$ cat config.mk
export PLATFORM = sky130hd
export DESIGN_NAME = multdiv_issue_ctrl
export DESIGN_NICKNAME = d
export VERILOG_FILES = /design/src/rtl/multdiv_pkg.sv /design/src/rtl/md_wait_counter.sv /design/src/rtl/multdiv_issue_ctrl.sv
export SDC_FILE = /design/constraint.sdc
export NUM_CORES = 1
export LEC_CHECK = 0
export BUFFER_PORTS_ARGS = -buffer_cell sky130_fd_sc_hd__buf_2
export CAP_MARGIN = 20
export CORE_ASPECT_RATIO = 1.2
export CORE_MARGIN = 3
export CORE_UTILIZATION = 45
export DETAILED_ROUTE_END_ITERATION = 8
export PLACE_DENSITY_LB_ADDON = 0.12
export REMOVE_ABC_BUFFERS = 1
export SLEW_MARGIN = 20
export SYNTH_ARGS = -nofsm -noshare
export SYNTH_HDL_FRONTEND = slang
export SYNTH_SLANG_ARGS = --single-unit
$ cat constraint.sdc
create_clock -name clock -period 4.9 [get_ports clock]
set_input_delay 0.735 -clock clock [delete_from_list [all_inputs] [get_ports clock]]
set_output_delay 0.735 -clock clock [all_outputs]
set_load 0.02 [all_outputs]
$ cat src/rtl/multdiv_pkg.sv
//------------------------------------------------------------------------------
// Module   : multdiv_pkg
// Brief    : Shared state encoding and rstatus codes for the MULT/DIV issue
//            sequencer.
// Revision : 1.0 - initial release
//------------------------------------------------------------------------------
`default_nettype none

package multdiv_pkg;

  // Sequencer states: accept -> pulse the unit -> wait for ready -> write back.
  typedef enum logic [1:0] {
    IDLE  = 2'd0,
    START = 2'd1,
    WAIT  = 2'd2,
    DONE  = 2'd3
  } md_state_e;

  // Exceptions are reported by writing a status code into $r30.
  localparam int RSTATUS_REG      = 30;
  localparam int RSTATUS_MULT_OVF = 4;
  localparam int RSTATUS_DIV_ZERO = 5;
  localparam int RSTATUS_TIMEOUT  = 6;

  // Status code for a unit-reported exception, chosen by operation type.
  function automatic int exc_code(input logic is_div);
    return is_div ? RSTATUS_DIV_ZERO : RSTATUS_MULT_OVF;
  endfunction

endpackage

`default_nettype wire

$ cat src/rtl/md_wait_counter.sv
//------------------------------------------------------------------------------
// Module   : md_wait_counter
// Brief    : Watchdog cycle counter for the WAIT state. Cleared while the
//            start pulse is issued, counts each WAIT cycle, and flags the
//            last allowed WAIT cycle through tc.
// Revision : 1.0 - initial release
//------------------------------------------------------------------------------
`default_nettype none

module md_wait_counter #(
  parameter int unsigned TERMINAL = 40
) (
  input  logic clock,
  input  logic reset_n,
  input  logic clear,
  input  logic enable,
  output logic tc
);

  localparam int unsigned CW = $clog2(TERMINAL + 1);

  logic [CW-1:0] count;

  // Count WAIT cycles; holds at the terminal value until cleared.
  always_ff @(posedge clock) begin
    if (!reset_n) begin
      count <= '0;
    end else if (clear) begin
      count <= '0;
    end else if (enable && !tc) begin
      count <= count + CW'(1);
    end
  end

  // Count is zero in the first WAIT cycle, so TERMINAL-1 marks the last one.
  assign tc = (count == CW'(TERMINAL - 1));

endmodule

`default_nettype wire

$ cat src/rtl/multdiv_issue_ctrl.sv
//------------------------------------------------------------------------------
// Module   : multdiv_issue_ctrl
// Brief    : Execute-stage sequencer in front of the iterative multiply/divide
//            unit. Latches one MULT/DIV, pulses the unit, stalls the pipeline
//            until ready, then emits a single writeback beat (result to rd or
//            an rstatus code to $r30 on exception).
// Options  : `define MULTDIV_TIMEOUT_EN to bound WAIT by TIMEOUT_CYCLES and
//            report RSTATUS_TIMEOUT when the unit never answers.
// Revision : 1.0 - initial release
//------------------------------------------------------------------------------
`default_nettype none

module multdiv_issue_ctrl
  import multdiv_pkg::*;
#(
  parameter int DATA_W         = 32,
  parameter int REG_W          = 5,
  parameter int TIMEOUT_CYCLES = 40
) (
  input  logic              clock,
  input  logic              reset_n,
  input  logic              issue_valid,
  input  logic              issue_is_div,
  input  logic [DATA_W-1:0] issue_a,
  input  logic [DATA_W-1:0] issue_b,
  input  logic [REG_W-1:0]  issue_rd,
  input  logic              flush,
  output logic              stall,
  output logic [DATA_W-1:0] md_operandA,
  output logic [DATA_W-1:0] md_operandB,
  output logic              md_ctrl_MULT,
  output logic              md_ctrl_DIV,
  input  logic [DATA_W-1:0] md_result,
  input  logic              md_exception,
  input  logic              md_resultRDY,
  output logic              wb_valid,
  output logic [REG_W-1:0]  wb_rd,
  output logic [DATA_W-1:0] wb_data
);

  md_state_e        state;
  md_state_e        state_next;
  logic             is_div_q;
  logic [REG_W-1:0] rd_q;
  logic             accept;
  logic             in_wait;
  logic             finish_ok;
  logic             finish_timeout;
  logic             timeout_tc;

  // Gating with reset_n keeps stall low while reset is held, even if the
  // pipeline keeps presenting an instruction.
  assign accept  = (state == IDLE) && issue_valid && !flush && reset_n;
  assign in_wait = (state == WAIT) && !flush;

  // Ready has priority over the watchdog when both land in the same cycle.
  assign finish_ok      = in_wait && md_resultRDY;
  assign finish_timeout = in_wait && !md_resultRDY && timeout_tc;

`ifdef MULTDIV_TIMEOUT_EN
  md_wait_counter #(
    .TERMINAL (TIMEOUT_CYCLES)
  ) u_wait_counter (
    .clock   (clock),
    .reset_n (reset_n),
    .clear   (state == START),
    .enable  (state == WAIT),
    .tc      (timeout_tc)
  );
`else
  // Without the watchdog WAIT is unbounded; the timeout length has no effect.
  logic [31:0] unused_timeout_cycles;
  assign unused_timeout_cycles = 32'(TIMEOUT_CYCLES);
  assign timeout_tc            = 1'b0;
`endif

  // State register.
  always_ff @(posedge clock) begin
    if (!reset_n) begin
      state <= IDLE;
    end else begin
      state <= state_next;
    end
  end

  // Next-state and control outputs; ready outside WAIT is treated as stale.
  always_comb begin
    state_next   = state;
    stall        = 1'b0;
    md_ctrl_MULT = 1'b0;
    md_ctrl_DIV  = 1'b0;
    wb_valid     = 1'b0;
    case (state)
      IDLE: begin
        stall = accept;
        if (accept) begin
          state_next = START;
        end
      end
      START: begin
        stall        = 1'b1;
        md_ctrl_MULT = !is_div_q;
        md_ctrl_DIV  = is_div_q;
        state_next   = flush ? IDLE : WAIT;
      end
      WAIT: begin
        stall = 1'b1;
        if (flush) begin
          state_next = IDLE;
        end else if (finish_ok || finish_timeout) begin
          state_next = DONE;
        end
      end
      DONE: begin
        wb_valid   = 1'b1;
        state_next = IDLE;
      end
      default: begin
        state_next = IDLE;
      end
    endcase
  end

  // Operand/destination latch on accept and writeback capture on completion.
  always_ff @(posedge clock) begin
    if (!reset_n) begin
      md_operandA <= '0;
      md_operandB <= '0;
      is_div_q    <= 1'b0;
      rd_q        <= '0;
      wb_rd       <= '0;
      wb_data     <= '0;
    end else begin
      if (accept) begin
        md_operandA <= issue_a;
        md_operandB <= issue_b;
        is_div_q    <= issue_is_div;
        rd_q        <= issue_rd;
      end
      if (finish_ok) begin
        if (md_exception) begin
          wb_rd   <= REG_W'(RSTATUS_REG);
          wb_data <= DATA_W'(exc_code(is_div_q));
        end else begin
          wb_rd   <= rd_q;
          wb_data <= md_result;
        end
      end else if (finish_timeout) begin
        wb_rd   <= REG_W'(RSTATUS_REG);
        wb_data <= DATA_W'(RSTATUS_TIMEOUT);
      end
    end
  end

endmodule

`default_nettype wire

# Yosys cells after proc, flatten, opt, wreduce, memory -nomap -nowiden
# Cells that the tools add are included.
[op_classes]
n_reduce_logical = 10
n_eq_ne = 5
muxes = 12
[op_table]
columns = ["cell", "count"]
rows = [
  ["32-bit two-way mux", 1],
  ["2-bit two-way mux", 4],
  ["2-bit one-hot mux with 4 select lines", 1],
  ["1-bit logical AND", 5],
  ["5-bit two-way mux", 1],
  ["2-bit equality test, second input constant", 2],
  ["1-bit two-way mux", 4],
  ["3-bit inequality test, second input constant", 1],
  ["2-bit by 1-bit equality test with 1-bit output, second input constant", 1],
  ["1-bit logical NOT", 2],
  ["2-bit logical NOT", 1],
  ["2-bit inequality test, second input constant", 1],
  ["1-bit one-hot mux with 2 select lines", 1],
  ["2-bit AND reduction", 1],
  ["2-bit OR reduction", 1],
]
[totals]
ff_bits = 109
word_cells = 34
in_bits = 108
out_inout_bits = 105

# Logic depth before layout (Yosys ltp)
# Gate-level depths: netlist of run 1.
[depth]
word_depth = 6
mapped_depth = 8
depth_no_buf = 5

# Worst setup path after synthesis of run 1
# OpenSTA, ideal clock, no wires.
[synth_path]
path_kind = "input to output"
startpoint = "in flush"
endpoint = "out stall"
slack_ps = 2499
stages = 6
n_path_buf = 3
arrival_time_ps = 1666
required_ps = 4165
cell_sequence = "and4b_1 > buf_6 > buf_8 > buf_6 > nor2_1 > nor2_1"
[synth_via]
elab_chain_cells = 4
[synth_rtl]
columns = ["element", "line_no", "rtl"]
rows = [
  ["start: declaration", "multdiv_issue_ctrl.sv:27", "input logic flush,"],
  ["1-bit logical NOT", "multdiv_issue_ctrl.sv:53", "assign accept = (state == IDLE) && issue_valid && !flush && reset_n;"],
  ["1-bit logical AND (2 in series)", "multdiv_issue_ctrl.sv:53", ""],
  ["1-bit one-hot mux with 2 select lines", "multdiv_issue_ctrl.sv:93", "case (state)"],
  ["end: declaration", "multdiv_issue_ctrl.sv:28", "output logic stall,"],
]
# No other way between the ends.

# Worst setup path in the final report of run 1
[layout_path]
startpoint = "reg state[0]"
endpoint = "out stall"
[layout_via]
elab_chain_cells = 5
elab_cells_between_ends = 8
cone_classes = "eq/ne (2); mux (1); reduce/logical (5)"
[layout_rtl]
columns = ["element", "line_no", "rtl"]
rows = [
  ["start: declaration", "multdiv_issue_ctrl.sv:41", "md_state_e state;"],
  ["start signal: assignment", "multdiv_issue_ctrl.sv:82", "state <= state_next;"],
  ["2-bit logical NOT", "multdiv_issue_ctrl.sv:53, multdiv_issue_ctrl.sv:93", ""],
  ["1-bit logical AND (3 in series)", "multdiv_issue_ctrl.sv:53", ""],
  ["1-bit one-hot mux with 2 select lines (*)", "multdiv_issue_ctrl.sv:93", ""],
]
# Every way passes the cells marked *; elsewhere a longest branch is shown, timed or not.

==> out/results.ini, run 1 <==
[outcome]
outcome=finished clean

[min_path]
holdCritPathClass=reg2reg
min_delay_path_depth=2

[global_route]
antenna_found_initial=0
grt_max_degree=112
grt_overflow_total=0
grt_pass1_wl_um=16600
grt_use_met3_pct=7.05
grt_pass1_vias=3604
met2_usage_pct=31.2
grt_use_met1_pct=23.1
gr-max-usage-layer=met2
grtUsageTotal_pct=19.4

[timing]
setup_tns_ns=0
finalHoldViolCount=0
timing.fmax_mhz=344
relSlewSlack_pct=31.4
rsz0062_at_grt=false
fin_skew_ns=0.00722
slew_violations=0
setup_violations=0
hold-worst-slack_ns=0.454
final.setup.worst_slack_ns=2.00
finalCriticalPeriod_ns=2.90
period_share_pct=59.2
worst_pin_slew_ns=1.03

[logic_synthesis]
netlist.area_leader.share_pct=51.0
postSynthAreaPerCell_um2=8.66
synth_flop_cell=dfxtp_1
synth.largest_area_cell=dfxtp_1
synth.most_common_cell=nand2_1
netlist_instances=494
synth-async-reset-ratio_pct=0
ys_seq_area_share_pct=51.0
synth_edf_count=0
yosysWarnings=0
syn_area_um2=4280
ys_types=29
synth-seq-cells=109
synth.area.top_cells=dfxtp_1, nand2_1, o21ai_0
yosys-top-cells-count=nand2_1, dfxtp_1, o21ai_0, nand3b_1, a21boi_0

[drt]
wl_per_cell_um=13.1
route.antenna.remaining_nets=0
firstDrtPassIters=4
drt_wl_total_um=10600
via_count=3834
drt_iter0_drc=138
drc=0
vias_per_cell=4.76

[clock_tree]
insertion_delay_ns=0.35
post_cts_buffers=0
numCtsBuffers=9
cts_resized=0
cts.htree.levels=3
cts-hold-fix-buffers=0
root_buffer=clkbuf_8
clock_sinks=109
clkTransAtPathRegs_ns=0.09
cts_max_path_buffers=2
cts_tree=yes

[setup_path]
worstPathMaxFanout=73
ff2ff_path_depth=5
required_ns=4.16
setup.worst_path.start_class=flop
path_class=reg2out
arrival_ns=2.17
endpoint_kind=output port

[placed_design]
place_ws_ns=2.02
io_buffer_count=212
placed_area_um2=5250
dpl.cell_count=790
place_congestion=0.778
dp_hpwl_um=7400

[floorplanning]
initial_utilization_pct=46.8
fp-row-count=38
io_pins=213
die_h_um=113
core_um2=9130
dieArea_um2=10700
die_w_um=95.0

[cells_and_area]
stdcell_count=805
area.growth.synth_to_final_pct=26.9
finalInstanceArea_um2=5430
utilization_pct=59.5
drive_above_1_share_pct=36.4
diodes=0
nets=794
fill_cells=907

[pwr]
p_leak_nw=2.49
ir_drop_mv=0.170
powerDensity_nw_per_um2=306
finalPower_mw=1.66

[run]
maxCapViolCount=0

## worst paths after layout
kind	from	end	slack, ns
hold reg to reg	wb_data[23]	wb_data[23]	0.45
hold / removal	wb_data[23]	wb_data[23]	0.45
setup / recovery	state[0]	stall	2.00
setup reg to reg	state[0]	md_operandA[18]	2.42
## kinds of logic (layout without fill, tap and decap cells)
| kind of cell | count (synthesis) | after routing | synth area share, % |
|---|---|---|---|
| AOI/OAI and AO/OA | 106 | 106 | 16.3 |
| adders and majority gates | 5 | 5 | 1.46 |
| buffers and inverters | 43 | 234 | 6.52 |
| DFF | 109 | 109 | 51.0 |
| muxes | 2 | 2 | 0.468 |
| and+or+nand+nor | 229 | 229 | 24.2 |
## power by group
part | switching (mW) | total [mW] | internal [mW] | leakage, nW
clock | 0.273 | 0.497 | 0.224 | 0.0926
combinational | 0.132 | 0.219 | 0.0873 | 1.51
sequential | 0.0194 | 0.942 | 0.923 | 0.886
total | 0.424 | 1.66 | 1.23 | 2.49
## metal layers
| metal | up-vias | part of all wire [%] |
|---|---|---|
| met4 | 0 | 2.1 |
| met2 | 149 | 46 |
| li1 | 1992 | - |
| met3 | 18 | 11 |
| met5 | - | 0 |
| met1 | 1675 | 41 |
## registers in the layout, summed over array words and instances, names as in the netlist
| name | flops |
|---|---|
| is_div_q | 1 |
| md_operandA | 32 |
| md_operandB | 32 |
| rd_q | 5 |
| state | 2 |
| wb_data | 32 |
| wb_rd | 5 |
## worst max-delay path: stages, from the launching register on
cell and delay, ns:
dfxtp_1 0.35, inv_1 0.12, ha_1 0.20, and4b_4 0.76, nor2_1 0.08, nor2_1 0.12, buf_2 0.17
## layout make-up
cell class | count | area (um2) | area share [%]
repair buffers | 215 | 1080 | 20.0
clock inverters | 1 | 5.00 | 0.0922
flip-flops and latches | 109 | 2180 | 40.2
multi-input cells | 342 | 1820 | 33.5
inverters | 4 | 15.0 | 0.277
clock buffers | 14 | 173 | 3.18
well taps | 120 | 150 | 2.77
## layout by cell type (no fill, tap or decap), types with 2 or more instances in the layout
cell type | synthesis | final
clkbuf_8 | 0 | 12
buf_2 | 7 | 212
buf_4 | 1 | 3
a21boi_1 | 9 | 9
mux2i_1 | 2 | 2
o21ai_2 | 19 | 19
clkbuf_1 | 18 | 2
o211a_1 | 2 | 2
nand2_1 | 173 | 173
dfxtp_1 | 109 | 109
ha_1 | 5 | 5
nor3_1 | 5 | 5
o21ai_0 | 50 | 50
nor3b_1 | 6 | 6
a21boi_0 | 22 | 22
nand3b_1 | 32 | 32
inv_1 | 4 | 4
nor2_1 | 7 | 7
Power figures use the tool's default switching activity.
==> run 2, diff against run 1 <==
--- a/config.mk
+++ b/config.mk
@@ -9,7 +9,7 @@
 export CAP_MARGIN = 20
 export CORE_ASPECT_RATIO = 1.2
 export CORE_MARGIN = 3
-export CORE_UTILIZATION = 45
+export CORE_UTILIZATION = 41
 export DETAILED_ROUTE_END_ITERATION = 8
 export PLACE_DENSITY_LB_ADDON = 0.12
 export REMOVE_ABC_BUFFERS = 1
==> constraint.sdc (replaced) <==
create_clock -name clock -period 2.45 [get_ports clock]
set_input_delay 0.3675 -clock clock [delete_from_list [all_inputs] [get_ports clock]]
set_output_delay 0.3675 -clock clock [all_outputs]
set_load 0.02 [all_outputs]
==> run 2 against run 1 <==
Hold slack got worse by 0.23 ns. Power rose by 120%. Die area increased by 9.2%. First-iteration DRC count shrank 21%. Global-route usage decreased by 1.5 points. Non-clock buffer count is 2 higher. Clock power rose to 2.8 times the previous value. Critical path type unchanged. Largest cell class unchanged. Largest power group unchanged. Highest routed layer unchanged.
==> out/results.ini, run 2 (synthesis results as in run 1) <==
[outcome]
outcome=finished clean

[floorplanning]
initial_utilization_pct=42.3  ; -4.5 points
die_w_um=99.2  ; +4.5%
io_pins=213  ; unchanged
dieArea_um2=11700  ; +9.2%
die_h_um=118  ; +4.5%
fp-row-count=40  ; +5.3%
core_um2=10100  ; +11%

[timing]
worst_pin_slew_ns=0.742  ; -0.287 ns
final.setup.worst_slack_ns=0.385  ; -1.61 ns
relSlewSlack_pct=50.3  ; +19 points
rsz0062_at_grt=false
period_share_pct=84.3
finalHoldViolCount=0  ; unchanged
setup_violations=0  ; unchanged
timing.fmax_mhz=484
slew_violations=0  ; unchanged
fin_skew_ns=0.00523  ; -0.00199 ns
finalCriticalPeriod_ns=2.07

[clock_tree]
insertion_delay_ns=0.34  ; about the same
cts-hold-fix-buffers=0  ; unchanged
cts.htree.levels=3  ; unchanged
post_cts_buffers=0  ; unchanged
cts_max_path_buffers=2  ; unchanged
numCtsBuffers=9  ; unchanged
clock_sinks=109  ; unchanged
cts_resized=0  ; unchanged
clkTransAtPathRegs_ns=0.07  ; -0.02 ns
root_buffer=clkbuf_16
cts_tree=yes

[min_path]
holdCritPathClass=in2reg
hold_start=issue_b[16]
min_delay_path_depth=3  ; +1
hold_end=md_operandB[16]

[placed_design]
dp_hpwl_um=7580  ; +2.3%
io_buffer_count=212  ; unchanged
placed_area_um2=5290  ; +0.71%
place_congestion=0.761  ; -2.1%
place_ws_ns=0.573  ; -1.45 ns

[drt]
drt_wl_total_um=10700  ; +1.6%
drt_iter0_drc=109  ; -21%
firstDrtPassIters=4  ; unchanged
route.antenna.remaining_nets=0  ; unchanged
vias_per_cell=4.72  ; -0.95%
wl_per_cell_um=13.2  ; +0.48%
drc=0  ; unchanged
via_count=3840  ; +0.16%

[setup_path]
ff2ff_path_depth=5  ; unchanged
setup.worst_path.start_class=flop
reg2reg_to=wb_data[2]
required_ns=2.08  ; -2.08 ns
worstPathMaxFanout=17  ; -77%
arrival_ns=1.70  ; -0.47 ns
slowest_delay_ns=0.39  ; -0.37 ns
cp_top_family=simple AND/OR/NAND/NOR gates
cp_slowest_cell=and4b_4
crit_buf_inv=2  ; unchanged
path_class=reg2out
endpoint_kind=output port
rrSetupSlack_ns=0.58  ; -1.84 ns
crit_top_cell=nor2_1
cp_cell_sequence=inv_1, ha_1, and4b_4, nor2_1, nor2_1, buf_2
r2r-start=state[0]

[global_route]
grt_pass1_wl_um=17300  ; +4.1%
antenna_found_initial=0  ; unchanged
grt_max_degree=99  ; -12%
grt_overflow_total=0  ; unchanged
grtUsageTotal_pct=17.9  ; -1.5 points
grt_pass1_vias=3581  ; -0.64%

[cells_and_area]
area.growth.synth_to_final_pct=30.2
drive_above_1_share_pct=36.5  ; +0.19 points
largestRegisters=md_operandA x32, md_operandB x32, wb_data x32
utilization_pct=55.1  ; -4.4 points
nets=796  ; +0.25%
layout_commonest_cell=buf_2
fill_cells=986  ; +8.7%
finalInstanceArea_um2=5570  ; +2.6%
final_cell_mix=buf_2, nand2_1, dfxtp_1, o21ai_0, nand3b_1

[pwr]
ir_drop_mv=0.357  ; +110%
p_leak_nw=2.55  ; +2.4%
powerDensity_nw_per_um2=664  ; +120%

[run]
maxCapViolCount=0  ; unchanged

-- run 2: changes by cell type in the layout (fill, tap and decap cells not counted) --
cell       delta
clkbuf_16     +9
buf_4         +2
clkbuf_8      -9
buf_12        +1
diode_2       +1
buf_2         -1
-- run 2: how the worst max path moves through the flow --
| stage | start | to | slack, ns | cells past startpoint |
|---|---|---|---|---|
| floorplan | state[0] | stall | -1.51 | 5 |
| global placement | reset_n | stall | 0.65 | 5 |
| detailed placement | state[0] | wb_data[2] | 0.57 | 5 |
| CTS | state[0] | stall | 0.35 | 6 |
| global route | state[1] | stall | 0.27 | 6 |
| finish | state[0] | stall | 0.38 | 6 |
-- run 2: metal layers --
layer	track usage [%]	up-vias	part of all wire, %
met2	27.6	148	45
met5	0	-	0
met3	6.28	13	11
met1	22.7	1687	43
met4	7.51	0	1.6
li1	-	1992	-
-- run 2: through the flow --
step	hold WS (ns)	TNS [ns]	std cells	power, mW
3_3_place_gp	0.436	0	798	2.36
5_1_grt	0.218	0	813	3.86
2_1_floorplan	0.436	-87.08	455	2.15
3_5_place_dp	0.439	0	798	2.37
6_report	0.219	0	814	3.70
4_1_cts	0.208	0	813	3.75
-- run 2: report_power, final --
part / switching, mW / internal [mW] / total [mW]
combinational: 0.266 / 0.179 / 0.445
sequential: 0.0387 / 1.85 / 1.89
clock: 0.600 / 0.767 / 1.37
total: 0.905 / 2.79 / 3.70
-- run 2: final cells by class --
| type | instances | area, um2 | share of cell area [%] |
|---|---|---|---|
| Multi-Input combinational cell | 342 | 1820 | 32.7 |
| Antenna cell | 1 | 2.50 | 0.0449 |
| Clock buffer | 14 | 274 | 4.92 |
| Tap cell | 126 | 158 | 2.83 |
| Inverter | 4 | 15.0 | 0.270 |
| Clock inverter | 1 | 5.00 | 0.0899 |
| Sequential cell | 109 | 2180 | 39.2 |
| Timing Repair Buffer | 217 | 1110 | 20.0 |
-- run 2: tightest hold or removal path, stage by stage --
cell	delay, ns
buf_2	0.08
nand2_1	0.03
o21ai_0	0.05
